`config.mk`:
```
export PLATFORM = sky130hd
export DESIGN_NAME = inv_subbyte_seq
export DESIGN_NICKNAME = d
export VERILOG_FILES = /design/src/rtl/inv_subbyte_seq.sv
export SDC_FILE = /design/constraint.sdc
export NUM_CORES = 1
export LEC_CHECK = 0
export BUFFER_PORTS_ARGS = -buffer_cell sky130_fd_sc_hd__clkbuf_2
export CORE_MARGIN = 3
export CORE_UTILIZATION = 31
export CTS_BUF_LIST = sky130_fd_sc_hd__clkbuf_2
export DETAILED_ROUTE_END_ITERATION = 8
export PLACE_DENSITY = 0.44
export SYNTH_ARGS = -nofsm -noshare
export SYNTH_HDL_FRONTEND = slang
export SYNTH_SLANG_ARGS = --single-unit
```
`constraint.sdc`:
```
create_clock -name clk -period 17.6 [get_ports clk]
set_input_delay 3.52 -clock clk [delete_from_list [all_inputs] [get_ports clk]]
set_output_delay 3.52 -clock clk [all_outputs]
set_load 0.01 [all_outputs]
```
`src/rtl/inv_subbyte_seq.sv`:
```
// Sequenced AES InvSubBytes: LANES shared inverse S-boxes walk the 16 state
// bytes in 16/LANES groups behind valid/ready handshakes on both sides.

module inv_sbox (
  input  logic [3:0] i_hi,
  input  logic [3:0] i_lo,
  output logic [7:0] o_byte
);

  function automatic logic [7:0] gf_mul(input logic [7:0] a, input logic [7:0] b);
    logic [7:0] p;
    logic [7:0] aa;
    p  = 8'h00;
    aa = a;
    for (int i = 0; i < 8; i++) begin
      p  = b[i] ? (p ^ aa) : p;
      aa = {aa[6:0], 1'b0} ^ (aa[7] ? 8'h1B : 8'h00);
    end
    return p;
  endfunction

  // x^254 is the multiplicative inverse in GF(2^8) and maps 0 to 0.
  function automatic logic [7:0] gf_inv(input logic [7:0] x);
    logic [7:0] r;
    logic [7:0] s;
    r = 8'h01;
    s = x;
    for (int i = 0; i < 7; i++) begin
      s = gf_mul(s, s);
      r = gf_mul(r, s);
    end
    return r;
  endfunction

  function automatic logic [7:0] inv_affine(input logic [7:0] x);
    logic [7:0] y;
    for (int i = 0; i < 8; i++) begin
      y[i] = x[(i + 2) % 8] ^ x[(i + 5) % 8] ^ x[(i + 7) % 8];
    end
    return y ^ 8'h05;
  endfunction

  logic [7:0] w_in;

  assign w_in   = {i_hi, i_lo};
  assign o_byte = gf_inv(inv_affine(w_in));

endmodule

module inv_subbyte_seq #(
  parameter int LANES = 1,
  parameter int CNT_W = 4
) (
  input  logic         clk,
  input  logic         rst_n,
  input  logic         flush,
  input  logic         in_valid,
  output logic         in_ready,
  input  logic [127:0] in_data,
  output logic         out_valid,
  input  logic         out_ready,
  output logic [127:0] out_data,
  output logic         busy
);

  localparam int GROUPS = 16 / LANES;
  localparam logic [CNT_W-1:0] LAST = CNT_W'(GROUPS - 1);

  if (!(LANES == 1 || LANES == 2 || LANES == 4 || LANES == 8 || LANES == 16)) begin : g_bad_lanes
    $error("inv_subbyte_seq: LANES must be 1, 2, 4, 8 or 16");
  end
  if ((GROUPS - 1) >= (1 << CNT_W)) begin : g_bad_cnt_w
    $error("inv_subbyte_seq: CNT_W too narrow for 16/LANES-1");
  end

  typedef enum logic [1:0] {
    S_IDLE = 2'd0,
    S_BUSY = 2'd1,
    S_DONE = 2'd2
  } state_t;

  state_t             r_state;
  state_t             w_state_nxt;
  logic [CNT_W-1:0]   r_cnt;
  logic [CNT_W-1:0]   w_cnt_nxt;
  logic [127:0]       r_cap;
  logic [127:0]       w_cap_nxt;
  logic [127:0]       r_out;
  logic [127:0]       w_out_nxt;
  logic [7:0]         w_lane_in  [LANES];
  logic [7:0]         w_lane_out [LANES];

  // Select the current group of captured bytes for the shared lanes.
  always_comb begin
    for (int j = 0; j < LANES; j++) begin
      w_lane_in[j] = r_cap[8 * (int'(r_cnt) * LANES + j) +: 8];
    end
  end

  for (genvar j = 0; j < LANES; j++) begin : g_lane
    inv_sbox u_sbox (
      .i_hi   (w_lane_in[j][7:4]),
      .i_lo   (w_lane_in[j][3:0]),
      .o_byte (w_lane_out[j])
    );
  end

  // Next-state, counter and datapath update.
  always_comb begin
    w_state_nxt = r_state;
    w_cnt_nxt   = r_cnt;
    w_cap_nxt   = r_cap;
    w_out_nxt   = r_out;
    if (flush) begin
      w_state_nxt = S_IDLE;
      w_cnt_nxt   = '0;
    end else begin
      case (r_state)
        S_IDLE: begin
          if (in_valid) begin
            w_cap_nxt   = in_data;
            w_cnt_nxt   = '0;
            w_state_nxt = S_BUSY;
          end else begin
            w_state_nxt = S_IDLE;
          end
        end
        S_BUSY: begin
          for (int j = 0; j < LANES; j++) begin
            w_out_nxt[8 * (int'(r_cnt) * LANES + j) +: 8] = w_lane_out[j];
          end
          if (r_cnt == LAST) begin
            w_state_nxt = S_DONE;
            w_cnt_nxt   = '0;
          end else begin
            w_cnt_nxt   = r_cnt + CNT_W'(1);
          end
        end
        S_DONE: begin
          if (out_ready) begin
            w_state_nxt = S_IDLE;
          end else begin
            w_state_nxt = S_DONE;
          end
        end
        default: begin
          w_state_nxt = S_IDLE;
          w_cnt_nxt   = '0;
        end
      endcase
    end
  end

  // State and datapath registers with synchronous active-low reset.
  always_ff @(posedge clk) begin
    if (!rst_n) begin
      r_state <= S_IDLE;
      r_cnt   <= '0;
      r_cap   <= '0;
      r_out   <= '0;
    end else begin
      r_state <= w_state_nxt;
      r_cnt   <= w_cnt_nxt;
      r_cap   <= w_cap_nxt;
      r_out   <= w_out_nxt;
    end
  end

  assign in_ready  = (r_state == S_IDLE);
  assign busy      = (r_state != S_IDLE);
  assign out_valid = (r_state == S_DONE);
  assign out_data  = r_out;

endmodule

```
==> summary.txt <==
mux cell area share after synthesis -> 0.06713
TritonCTS clock tree -> built
xor/xnor cell area share of the yosys netlist -> 0.2825
commonest non-fill, non-tap cell in the layout -> nand2_1
yosys warns -> 0
DRT iter0 DRCs -> 1680
DR vias/cell -> 5.258
WP data arrival -> 17.44 ns
area post-placement -> 29060 um^2
largest net degree at the start of global routing -> 88
CTS Sinks -> 262
# IOs -> 264
via count -> 24269
Core Region -> 82770 um^2
Synth async-reset ratio -> 0
Seq. cell area -> 5249 um^2
Yosys reg bits -> 262
H-Tree Depth -> 3
final setup TNS -> 0 ns
top-area cell type share of the netlist area -> 0.2007
Die X -> 296.3 um
clock buffer depth -> 3
Tot GR Track Use -> 0.2100
CP Class -> reg2reg
Post-synth EDFFs -> 0
Clk Latency, worst-skew pair -> 0.92 ns
multi-input logic area -> 19890 um^2
CP max-delay cell -> xnor3_4
Compound-Gate Fraction of Synth Area -> 0.2025
DP Wirelength -> 70890 um
Mean Syn Cell Area -> 8.187 um^2
initial core utilization -> 0.3157
Worst Tran Pin Value -> 1.203 ns
# DRC -> 0
dpl cells -> 4490
fin crit share -> 0.9492
Synth Area in Simple Gates -> 0.1934
layout cells sized above 1 -> 0.2085
status -> finished, final reports clean
pre-CTS setup slack -> 0.2084 ns
largest family of logic cells by synthesized area -> XOR/XNOR gates
Detailed Routing Iterations Pass 1 -> 7
family with the most delay on the worst path -> XOR/XNOR gates
hold crit path type -> reg2reg
Remaining Overflow, GRT -> 0
Tmin final -> 16.71 ns
MaxCap Viol Count -> 0
vias in the first global route -> 23843
Syn Nets -> 3335
ys flop type -> dfxtp_1
first-pass GRT wire length -> 146100 um
Final Hold Viols -> 0
setup violators final -> 0
Total Nets Final -> 3643
hold buffers post-CTS -> 0
max-slew violation count -> 0
register area share after synthesis -> 0.2007
initial antenna violation count -> 1
synth top area cells -> dfxtp_1 20%, xnor2_1 13%, nand2_1 6.9%
fill count -> 8791
Rows -> 105
Worst Path Required -> 18.33 ns
post-route cell area -> 29940 um^2
Buffers & Inverters on Critical Path -> 6
area share of fa/ha/maj cells after synthesis -> 0.005554
die height -> 296.3 um
CP startpoint kind -> register
clock-pin slew on the worst setup and hold paths -> 0.12 ns
CP max FO -> 11
cell area after synthesis -> 26130 um^2
drt total wl -> 94950 um
post-synth top area cell -> dfxtp_1
Clock Tree Root -> clkbuf_2
Crit path largest cell delay -> 0.61 ns
Synth Instances -> 3192
Max transition margin -> 0.1981
P&R area growth vs syn -> 14.57%
Final Wtd Congestion -> 0.8570
Synth cell types -> 128
setup ws final -> 0.8938 ns
Die Footprint -> 87820 um^2
Port Buf Inserts -> 263
nature of the critical path endpoint -> register
Antenna Violating Nets Remaining -> 0
Fmax achieved -> 59.86 MHz
Inserted Clock Buffers -> 66
most frequent cells in the layout -> 482 x nand2_1, 368 x xnor2_1, 358 x nor2_1
Wirelength per Cell -> 20.57 um
CP dominant cell by count -> xnor3_1
Clock Skews -> 0.1068 ns
fin cells -> 4616
-- worst paths after layout --
check	from	endpoint	slack, ns	cells past startpoint
worst max-delay path	r_cnt[0]	out_data[76]	0.89	52
worst min-delay path	r_state[1]	r_state[0]	0.46	1
worst max register to register	r_cnt[0]	out_data[76]	0.89	52
worst min register to register	r_state[1]	r_state[0]	0.46	1
-- per-stage QoR --
step	hold slack (ns)	util
after floorplan	0.4220	-
after global placement	0.4406	0.3511
after detailed placement	0.4454	0.3511
after CTS	0.4455	0.3583
after global routing	0.4765	0.3617
final	0.4567	0.3617
-- synthesized netlist by cell type, drive strengths merged, types with 9 or more instances --
cell and instances:
a211oi 31, a21o 16, a21oi 256, a221oi 10
a22o 108, a22oi 22, a31oi 22, and2 25
and3 13, buf 96, clkbuf 107, dfxtp 262
ha 10, inv 26, mux2 14, mux2i 99
mux4 20, nand2 484, nand2b 15, nand3 64
nand4 16, nor2 361, nor2b 10, nor3 80
nor4 18, o211a 11, o211ai 24, o21a 11
o21ai 116, o22ai 22, o311ai 12, o31ai 14
or2 9, or3 19, or4 9, xnor2 422
xnor3 84, xor2 108, xor3 11
-- registers in the layout (all words and copies together) (netlist names) --
signal    cells
out_data    128
r_cap       128
r_cnt         4
r_state       2
-- per-layer routing --
layer | wire length [um] | global-route usage | vias up | part of all wire
met2 | 44160 | 0.3463 | 653 | 0.47
li1 | - | - | 11928 | -
met4 | 1585 | 0.04350 | 0 | 0.017
met5 | 0 | 0 | - | 0
met3 | 4297 | 0.02636 | 93 | 0.045
met1 | 44910 | 0.2947 | 11595 | 0.47
-- kinds of logic after synthesis --
kind of cell	count (synthesis)
multiplexers	133
flip-flops	262
adder cells (fa/ha/maj)	12
XOR/XNOR	625
buffers and inverters	234
AND/OR/NAND/NOR	1152
AO/OA/AOI/OAI	774
-- timing repair --
action | 4_1_cts | 5_1_grt
setup endpoints to repair | 0 | 128
resized for setup | 0 | 24
setup buffers | 0 | 12
-- cell type report --
class / instances / share of cell area
multi-input combinational: 2696 / 0.6643
tap: 1070 / 0.04472
clock buffer: 86 / 0.01438
inverter: 30 / 0.004304
clock inverter: 27 / 0.005642
sequential: 262 / 0.1753
timing repair buffer: 444 / 0.09127
antenna: 1 / 0.00008358
Power is left out: the tool's default activity adds up to more than one toggle a clock period on the data nets, which glitch-free logic cannot reach.
